File: src/rtl/dac_update_scheduler_pkg.sv
// DAC instruction field definitions and scheduler types shared by the scheduler,
// the DAC serializer and any instruction decoder.
package dac_update_scheduler_pkg;

    localparam int INSTR_W     = 32;
    localparam int ADDR_FW     = 4;
    localparam int DATA_FW     = 16;

    localparam int PREFIX_LSB  = 28;
    localparam int CTRL_LSB    = 24;
    localparam int ADDR_LSB    = 20;
    localparam int DATA_LSB    = 4;
    localparam int FEATURE_LSB = 0;

    localparam logic [3:0] PREFIX        = 4'h0;
    localparam logic [3:0] CMD_WR_UPD    = 4'h3;
    localparam logic [3:0] CMD_REF_SETUP = 4'h8;
    localparam logic [3:0] REF_ON        = 4'h1;
    localparam logic [3:0] FEATURE_NONE  = 4'h0;

    typedef enum logic {
        ST_IDLE,
        ST_SEND
    } sched_state_t;

    function automatic logic [INSTR_W-1:0] make_instr(
        input logic [3:0]         ctrl,
        input logic [ADDR_FW-1:0] addr,
        input logic [DATA_FW-1:0] data,
        input logic [3:0]         feature
    );
        return {PREFIX, ctrl, addr, data, feature};
    endfunction

endpackage

File: src/rtl/dac_update_scheduler_if.sv
// Instruction handshake between the update scheduler and the DAC serial transmitter,
// plus the accepted-write report.
interface dac_update_scheduler_if #(
    parameter int W_ADDR = 3
);
    import dac_update_scheduler_pkg::*;

    logic [INSTR_W-1:0] tx_instr_out;
    logic               tx_valid_out;
    logic               tx_ready_in;
    logic [W_ADDR-1:0]  sent_chan_out;
    logic               sent_dv_out;

    modport master (
        output tx_instr_out,
        output tx_valid_out,
        output sent_chan_out,
        output sent_dv_out,
        input  tx_ready_in
    );

    modport slave (
        input  tx_instr_out,
        input  tx_valid_out,
        input  sent_chan_out,
        input  sent_dv_out,
        output tx_ready_in
    );
endinterface

File: src/rtl/dac_update_scheduler_rr_arbiter.sv
// Round-robin picker: first requesting index at or after ptr, wrapping to index 0.
module rr_arbiter #(
    parameter int N = 8,
    parameter int W = 3
) (
    input  logic [N-1:0] req,
    input  logic [W-1:0] ptr,
    output logic [N-1:0] grant,
    output logic [W-1:0] grant_idx,
    output logic         any
);
    logic [N-1:0] mask;
    logic [N-1:0] req_hi;
    logic [N-1:0] pick_from;

    genvar gi;
    generate
        for (gi = 0; gi < N; gi++) begin : g_mask
            assign mask[gi] = (gi >= int'(ptr));
        end
    endgenerate

    // Requests at/after the pointer take priority; otherwise wrap to the lowest request.
    assign req_hi    = req & mask;
    assign pick_from = (|req_hi) ? req_hi : req;
    assign grant     = pick_from & (~pick_from + N'(1));
    assign any       = |req;

    always_comb begin
        grant_idx = '0;
        for (int i = N - 1; i >= 0; i--) begin
            if (pick_from[i]) begin
                grant_idx = W'(i);
            end
        end
    end

endmodule

File: src/rtl/dac_update_scheduler.sv
// Shares one serial DAC between N_CHAN channels: latches the newest code per channel and
// issues reference-setup first, then channel writes in round-robin order.
module dac_update_scheduler
    import dac_update_scheduler_pkg::*;
#(
    parameter int N_CHAN = 8,
    parameter int W_DATA = 16,
    parameter int W_ADDR = 3
) (
    input  logic                     clk_in,
    input  logic                     rst_n_in,
    input  logic [N_CHAN*W_DATA-1:0] data_in,
    input  logic [N_CHAN-1:0]        dv_in,
    input  logic [N_CHAN-1:0]        active_in,
    input  logic                     ref_set_in,
    output logic [N_CHAN-1:0]        overwrite_out,
    dac_update_scheduler_if.master   tx_if
);
    sched_state_t       state_reg, state_next;

    logic [W_DATA-1:0]  code_reg [N_CHAN];
    logic [W_DATA-1:0]  code_in  [N_CHAN];
    logic [N_CHAN-1:0]  capture;
    logic [N_CHAN-1:0]  pending_reg, pending_next;
    logic [N_CHAN-1:0]  overwrite_reg, overwrite_next;
    logic               ref_pend_reg;
    logic [W_ADDR-1:0]  rr_ptr_reg;

    logic [INSTR_W-1:0] instr_reg;
    logic               instr_is_wr_reg;
    logic [W_ADDR-1:0]  instr_chan_reg;
    logic               sent_dv_reg;
    logic [W_ADDR-1:0]  sent_chan_reg;

    logic [N_CHAN-1:0]  grant;
    logic [N_CHAN-1:0]  grant_mask;
    logic [W_ADDR-1:0]  grant_idx;
    logic               req_any;
    logic               load_ref;
    logic               load_wr;
    logic               accept;

    rr_arbiter #(
        .N (N_CHAN),
        .W (W_ADDR)
    ) u_rr_arbiter (
        .req       (pending_reg),
        .ptr       (rr_ptr_reg),
        .grant     (grant),
        .grant_idx (grant_idx),
        .any       (req_any)
    );

    assign grant_mask = load_wr ? grant : '0;

    // A dv landing on the channel being granted simply re-arms it; it is not an overwrite.
    genvar gi;
    generate
        for (gi = 0; gi < N_CHAN; gi++) begin : g_chan
            assign code_in[gi]        = data_in[gi*W_DATA +: W_DATA];
            assign capture[gi]        = dv_in[gi] & active_in[gi];
            assign overwrite_next[gi] = capture[gi] & pending_reg[gi] & ~grant_mask[gi];
            assign pending_next[gi]   = !active_in[gi] ? 1'b0 :
                                        dv_in[gi]      ? 1'b1 :
                                        grant_mask[gi] ? 1'b0 : pending_reg[gi];
        end
    endgenerate

    always_comb begin
        state_next = state_reg;
        load_ref   = 1'b0;
        load_wr    = 1'b0;
        accept     = 1'b0;
        case (state_reg)
            ST_IDLE: begin
                if (ref_pend_reg) begin
                    load_ref   = 1'b1;
                    state_next = ST_SEND;
                end else if (req_any) begin
                    load_wr    = 1'b1;
                    state_next = ST_SEND;
                end
            end
            ST_SEND: begin
                if (tx_if.tx_ready_in) begin
                    accept     = 1'b1;
                    state_next = ST_IDLE;
                end
            end
            default: state_next = ST_IDLE;
        endcase
    end

    always_ff @(posedge clk_in) begin
        if (!rst_n_in) begin
            state_reg <= ST_IDLE;
        end else begin
            state_reg <= state_next;
        end
    end

    always_ff @(posedge clk_in) begin
        for (int i = 0; i < N_CHAN; i++) begin
            if (capture[i]) begin
                code_reg[i] <= code_in[i];
            end
        end
    end

    always_ff @(posedge clk_in) begin
        if (!rst_n_in) begin
            pending_reg   <= '0;
            overwrite_reg <= '0;
        end else begin
            pending_reg   <= pending_next;
            overwrite_reg <= overwrite_next;
        end
    end

    always_ff @(posedge clk_in) begin
        if (!rst_n_in) begin
            instr_reg       <= '0;
            instr_is_wr_reg <= 1'b0;
            instr_chan_reg  <= '0;
            sent_dv_reg     <= 1'b0;
            sent_chan_reg   <= '0;
            ref_pend_reg    <= 1'b0;
            rr_ptr_reg      <= '0;
        end else begin
            sent_dv_reg <= accept & instr_is_wr_reg;
            if (accept && instr_is_wr_reg) begin
                sent_chan_reg <= instr_chan_reg;
            end
            if (load_ref) begin
                instr_reg       <= make_instr(CMD_REF_SETUP, '0, '0, REF_ON);
                instr_is_wr_reg <= 1'b0;
            end
            if (load_wr) begin
                instr_reg       <= make_instr(CMD_WR_UPD, ADDR_FW'(grant_idx),
                                              DATA_FW'(code_reg[grant_idx]), FEATURE_NONE);
                instr_is_wr_reg <= 1'b1;
                instr_chan_reg  <= grant_idx;
                rr_ptr_reg      <= (grant_idx == W_ADDR'(N_CHAN - 1)) ? '0
                                                                      : grant_idx + W_ADDR'(1);
            end
            // A new request arriving while the previous one is being loaded is kept.
            if (ref_set_in) begin
                ref_pend_reg <= 1'b1;
            end else if (load_ref) begin
                ref_pend_reg <= 1'b0;
            end
        end
    end

    assign tx_if.tx_instr_out  = instr_reg;
    assign tx_if.tx_valid_out  = (state_reg == ST_SEND);
    assign tx_if.sent_dv_out   = sent_dv_reg;
    assign tx_if.sent_chan_out = sent_chan_reg;
    assign overwrite_out       = overwrite_reg;

endmodule

File: src/flat_wrapper.sv
// flat-port wrapper written by rule: the top's interface ports become plain ports
module dac_update_scheduler_flat import dac_update_scheduler_pkg::*;
#(
    parameter int N_CHAN = 8,
    parameter int W_DATA = 16,
    parameter int W_ADDR = 3
)
  (clk_in, rst_n_in, data_in, dv_in, active_in, ref_set_in, overwrite_out, tx_if_tx_instr_out, tx_if_tx_valid_out, tx_if_sent_chan_out, tx_if_sent_dv_out, tx_if_tx_ready_in);
  dac_update_scheduler_if #(.W_ADDR(W_ADDR)) tx_if_i ();
  input  logic clk_in;
  input  logic rst_n_in;
  input  logic [N_CHAN*W_DATA-1:0] data_in;
  input  logic [N_CHAN-1:0] dv_in;
  input  logic [N_CHAN-1:0] active_in;
  input  logic ref_set_in;
  output logic [N_CHAN-1:0] overwrite_out;
  output wire logic [$bits(tx_if_i.tx_instr_out)-1:0] tx_if_tx_instr_out;
  output wire logic [$bits(tx_if_i.tx_valid_out)-1:0] tx_if_tx_valid_out;
  output wire logic [$bits(tx_if_i.sent_chan_out)-1:0] tx_if_sent_chan_out;
  output wire logic [$bits(tx_if_i.sent_dv_out)-1:0] tx_if_sent_dv_out;
  input wire logic [$bits(tx_if_i.tx_ready_in)-1:0] tx_if_tx_ready_in;
  assign tx_if_tx_instr_out = tx_if_i.tx_instr_out;
  assign tx_if_tx_valid_out = tx_if_i.tx_valid_out;
  assign tx_if_sent_chan_out = tx_if_i.sent_chan_out;
  assign tx_if_sent_dv_out = tx_if_i.sent_dv_out;
  assign tx_if_i.tx_ready_in = tx_if_tx_ready_in;
  dac_update_scheduler #(.N_CHAN(N_CHAN), .W_DATA(W_DATA), .W_ADDR(W_ADDR)) u_core (.clk_in(clk_in), .rst_n_in(rst_n_in), .data_in(data_in), .dv_in(dv_in), .active_in(active_in), .ref_set_in(ref_set_in), .overwrite_out(overwrite_out), .tx_if(tx_if_i));
endmodule
File: config.mk
export PLATFORM = sky130hd
export DESIGN_NAME = dac_update_scheduler_flat
export DESIGN_NICKNAME = d
export VERILOG_FILES = /design/src/rtl/dac_update_scheduler_pkg.sv /design/src/rtl/dac_update_scheduler_if.sv /design/src/rtl/dac_update_scheduler_rr_arbiter.sv /design/src/rtl/dac_update_scheduler.sv /design/src/flat_wrapper.sv
export SDC_FILE = /design/constraint.sdc
export NUM_CORES = 1
export LEC_CHECK = 0
export ABC_AREA = 1
export CAP_MARGIN = 5
export CORE_MARGIN = 3
export CORE_UTILIZATION = 49
export CTS_CLUSTER_SIZE = 16
export DETAILED_ROUTE_END_ITERATION = 6
export PLACE_DENSITY = 0.8
export SLEW_MARGIN = 20
export SYNTH_ARGS = -nofsm -noshare
export SYNTH_HDL_FRONTEND = slang
export SYNTH_SLANG_ARGS = --single-unit
File: constraint.sdc
create_clock -name clk_in -period 2.9 [get_ports clk_in]
set_clock_uncertainty 0.15 [all_clocks]
set_input_delay 0.29 -clock clk_in [delete_from_list [all_inputs] [get_ports clk_in]]
set_output_delay 0.29 -clock clk_in [all_outputs]
set_load 0.02 [all_outputs]
Word level (Yosys, flattened, before mapping):

Memories as Yosys holds them, arrays and structs flattened.
Cells that the tools add are included.

* bits of input ports: 148
* RAM bits: 128
* memories kept: 1
* register bits after elaboration: 51
* output and inout bits: 45
* logic and storage cells: 147

* mux-type cells: 58
* bitwise logic cells: 38
* order comparisons: 7
* reduce and logical (&&, ||, !) cells: 22
* add/subtract/negate cells: 2
* eq/ne operators: 1

Memories
* u_core.code_reg: depth 8, bits a word 16, rd ports 1, clocked after memory_dff 0, write ports 8, RTL line dac_update_scheduler.sv:21 `logic [W_DATA-1:0] code_reg [N_CHAN];`

Operators with widths (count)
* $mux W26: 2
* $mux W1: 44
* $mux W3: 9
* $and A1 B1 Y1: 25
* $reduce_bool A2 Y1: 10
* $and A8 B8 Y8: 2
* $mux W8: 2
* $reduce_and A2 Y1: 8
* $reduce_or A8 Y1: 2
* $not A1 Y1: 10
* $ge A3 B3 Y1 const A: 3
* $add A8 B1 Y8 const B: 1
* $not A8 Y8: 1
* $ge A1 B3 Y1 const A: 2
* $ge A2 B3 Y1 const A: 2
* $add A3 B1 Y3 const B: 1
* $eq A3 B3 Y1 const B: 1
* $pmux W1 S2: 1
* $reduce_or A2 Y1: 1
* $logic_and A1 B1 Y1: 1

Logic depth before layout (Yosys ltp):

* depth in word-level cells: 14
* mapped depth: 19
* gate-level depth less buffers: 17

Cells and area by module:

A second synthesis with hierarchy kept.

* cell total of the unflattened synthesis: 776
* area total of the unflattened synthesis: 7618.6 um^2

By module, submodules not included
* dac_update_scheduler: seq. area each 4824.6 um^2, area an instance 7277.0 um^2, instances 1, cells each 709
* rr_arbiter: seq. area each 0.0 um^2, area an instance 341.6 um^2, instances 1, cells each 67

Worst setup path after synthesis:

No wires, ideal clock.

* kind: register to register
* start: register u_core.rr_ptr_reg[1]
* end: register u_core.rr_ptr_reg[2]
* arrival time: 2231 ps
* stages on the path, launching flop included: 17
* library setup time: 121 ps
* buffers on the path: 3
* period minus slack after synthesis: 2502 ps
* path slack: 398 ps
* data required time: 2629 ps
* cells stage by stage: dfxtp_1 -> buf_2 -> nand3_1 -> nand2_1 -> nand3_1 -> o21ai_0 -> nand2_2 -> a21oi_1 -> nand2_2 -> nand2_1 -> buf_6 -> buf_4 -> inv_1 -> ha_1 -> ha_1 -> o21ai_0 -> a21oi_1

* cells in the longest elaborated chain, start to end: 14
* elaborated cells between the ends (all ways): 21
* those cells by class: 1 x add/sub; 7 x order compare; 1 x eq/ne; 10 x mux; 1 x bitwise; 1 x reduce/logical

RTL lines
* start, declared: RTL line dac_update_scheduler.sv:27 `logic [W_ADDR-1:0] rr_ptr_reg;`
* start signal, assigned: RTL line dac_update_scheduler.sv:143 `rr_ptr_reg <= (grant_idx == W_ADDR'(N_CHAN - 1)) ? '0`
* $ge A1 B3 Y1 (tied with other cells): RTL line dac_update_scheduler_rr_arbiter.sv:19 `assign mask[gi] = (gi >= int'(ptr));`
* $and A8 B8 Y8 *: RTL line dac_update_scheduler_rr_arbiter.sv:24 `assign req_hi = req & mask;`
* $reduce_or A8 Y1: RTL line dac_update_scheduler_rr_arbiter.sv:25 `assign pick_from = (|req_hi) ? req_hi : req;`
* $mux W8 *: RTL line dac_update_scheduler_rr_arbiter.sv:25
* $mux W3 (7 in series): RTL line dac_update_scheduler_rr_arbiter.sv:32 `if (pick_from[i]) begin`
* $mux W3 *: RTL line dac_update_scheduler_rr_arbiter.sv:32
* net u_core.grant_idx[0]: RTL line dac_update_scheduler.sv:37 `logic [W_ADDR-1:0] grant_idx;`
* $add A3 B1 Y3 / $eq A3 B3 Y1 (equally long branches): RTL line dac_update_scheduler.sv:144, dac_update_scheduler.sv:143
* $mux W3 *: RTL line dac_update_scheduler.sv:143

Mark *: on every way through the listed nets, which the timed path passes. The rest lies on a longest branch.
A chain may end at the register's enable or synchronous reset.

Worst setup path after layout:

* start: register u_core.rr_ptr_reg[0]
* end: register u_core.rr_ptr_reg[2]

Same word-level chain as after synthesis.

==> impl_metrics.json <==
{
  "cts_root_buf": "clkbuf_16",
  "hpwl_mm": 14.8,
  "drv_cap": 0,
  "yosys.cell_types.count": 29,
  "vdd.ir_drop.worst_v": 0.000470,
  "clkTransAtPathRegs_ns": 0.06,
  "mostFrequentLayoutCells": "197 x nand3_1, 183 x clkdlybuf4s50_1, 143 x nand2_1",
  "start_util_pct": 50.3,
  "fin_tns_setup_ns": 0,
  "layout.cells.non_filler": 1077,
  "antenna_found_initial": 0,
  "dr.pass1.iters": 7,
  "grt_max_degree": 67,
  "max_freq_mhz": 376,
  "grt_pass1_wl_mm": 32.1,
  "rrSetupSlack_ns": 0.24,
  "netlist_area_um2": 7340,
  "cts_hold_buf": 0,
  "failed_checks": "DRC",
  "synth-seq-area-share_pct": 65.8,
  "synth_edf_count": 128,
  "pwr_density_cell_nw_per_um2": 693,
  "finalSetupViolations": 0,
  "synth-seq-cells": 177,
  "final.min_clock_period_ns": 2.66,
  "cts_resized": 0,
  "place_congestion": 0.888,
  "drt-wirelength-per-cell_um": 19.4,
  "pin_count": 193,
  "largest_register_ffs": 128,
  "syn_inst": 704,
  "crit_type": "flop to flop",
  "clk_latency_ns": 0.42,
  "worst_hold_path_type": "input pin to flop",
  "final_net_count": 1030,
  "layout_commonest_cell": "nand3_1",
  "rsz0062_at_grt": "no",
  "drc_errors": 2,
  "leakagePower_nw": 3.91,
  "final-hold-violation-count": 0,
  "cts_buffer_depth": 2,
  "portBuffers": 183,
  "cp.arrival_ns": 2.81,
  "dp.cells": 1044,
  "cts_sinks": 177,
  "drtAntennaViolNets": 0,
  "finalCritPeriodShare_pct": 91.7,
  "endpoint_kind": "flop",
  "drv_slew": 0,
  "max_slew.worst_pin.slew_ns": 0.861,
  "antenna_cells": 0,
  "cts_tree": "done",
  "path_buf_inv": 1,
  "vias": 5892,
  "syn_area_per_cell_um2": 10.4,
  "cts_setup_buffers": 0,
  "status": "complete, but fails checks",
  "drive_above_1_share_pct": 7.50,
  "die_area_um2": 16500,
  "drtIter0Drc": 572,
  "track_usage_pct": 25.9,
  "cts_buffers": 17,
  "cp_data_required_time_ns": 3.05,
  "syn2layout_area_growth_pct": 34.2,
  "core_area_um2": 14600,
  "placementRows": 44,
  "yosysWarnings": 0,
  "slew_headroom_pct": 42.5,
  "worstSetupStartpointType": "flop",
  "die_h_um": 128,
  "crit_family": "simple AND/OR/NAND/NOR gates",
  "slowest_stage": "dfxtp_1",
  "path_max_fanout": 5,
  "die_x_um": 128,
  "htreeDepth": 4,
  "crit_path_cell_trace": "nand3_1, nand2_1, nand2_2, nor2_4, nand2_2, nand2_1, nand2_1, nand3_1, nand2_2, nand2_4, inv_1, ha_1, ha_1, o21ai_0, a21oi_1",
  "overflow": 0,
  "max_stage_delay_ns": 0.41,
  "grt_pass1_vias": 5756,
  "ys_async_sr_fraction_pct": 0,
  "synthFlopType": "edfxtp_1",
  "avgViaCountPerCell": 5.47,
  "wirelength_mm": 20.8
}
==> final timing paths <==
path | start | endpoint | cells past startpoint
setup / recovery | u_core.rr_ptr_reg[0] | u_core.rr_ptr_reg[2] | 15
hold / removal | data_in[92] | u_core.code_reg[5][12] | 1
setup reg to reg | u_core.rr_ptr_reg[0] | u_core.rr_ptr_reg[2] | 15
hold reg to reg | u_core.tx_if.sent_chan_out[0] | u_core.tx_if.sent_chan_out[0] | 2
==> routing by layer <==
layer,wire [um],vias to the layer above,GRT usage (%)
li1,-,2758,-
met1,8070,2745,33.0
met2,10300,351,43.2
met3,1870,38,6.48
met4,652,0,9.36
met5,0,-,0
==> through the flow <==
step / setup slack [ns] / util (%) / hold WS (ns) / area (um2) / power, mW
after floorplan: 0.398 / - / 0.239 / 7370 / 4.05
after global placement: 0.160 / 63.6 / 0.284 / 9280 / 4.73
after detailed placement: 0.167 / 63.6 / 0.284 / 9280 / 4.75
after CTS: 0.153 / 67.2 / 0.255 / 9810 / 6.82
after global routing: 0.0208 / 67.5 / 0.249 / 9840 / 7.15
final: 0.241 / 67.5 / 0.270 / 9840 / 6.83
==> cells by family (layout without fill, tap and decap cells) <==
logic type	count (synthesis)	after routing	share of synthesized area, %
AND/OR/NAND/NOR	377	377	23.7
flip-flops	177	177	65.8
buffers and inverters	107	288	7.01
AO/OA/AOI/OAI	40	40	3.12
adder cells (fa/ha/maj)	2	2	0.341
other	1	9	0.0511
==> where the power goes <==
group / switching, mW / internal, mW / leakage [nW]
registers: 0.105 / 2.93 / 1.60
logic: 1.05 / 0.665 / 2.05
clock network: 0.899 / 1.17 / 0.260
total: 2.06 / 4.77 / 3.91
==> cell type report <==
class | instances | area (um2)
clock inverter | 11 | 88.8
tap | 184 | 230
inverter | 57 | 216
multi-input combinational | 428 | 2030
fill | 1085 | 4740
clock buffer | 21 | 440
sequential | 177 | 4830
timing repair buffer | 199 | 2010
==> synthesized netlist by cell type (9+ instances only) <==
| cell type | count | area share (%) |
|---|---|---|
| nor2_1 | 14 | 0.72 |
| a21oi_1 | 21 | 1.4 |
| nand2_1 | 144 | 7.4 |
| inv_1 | 49 | 2.5 |
| clkbuf_1 | 9 | 0.46 |
| buf_2 | 15 | 1.0 |
| edfxtp_1 | 128 | 52 |
| dfxtp_1 | 49 | 13 |
| nor3_1 | 9 | 0.61 |
| buf_4 | 19 | 1.9 |
| o21ai_0 | 12 | 0.82 |
| nand3_1 | 197 | 13 |
No activity file was read; power rests on OpenSTA's default activity.
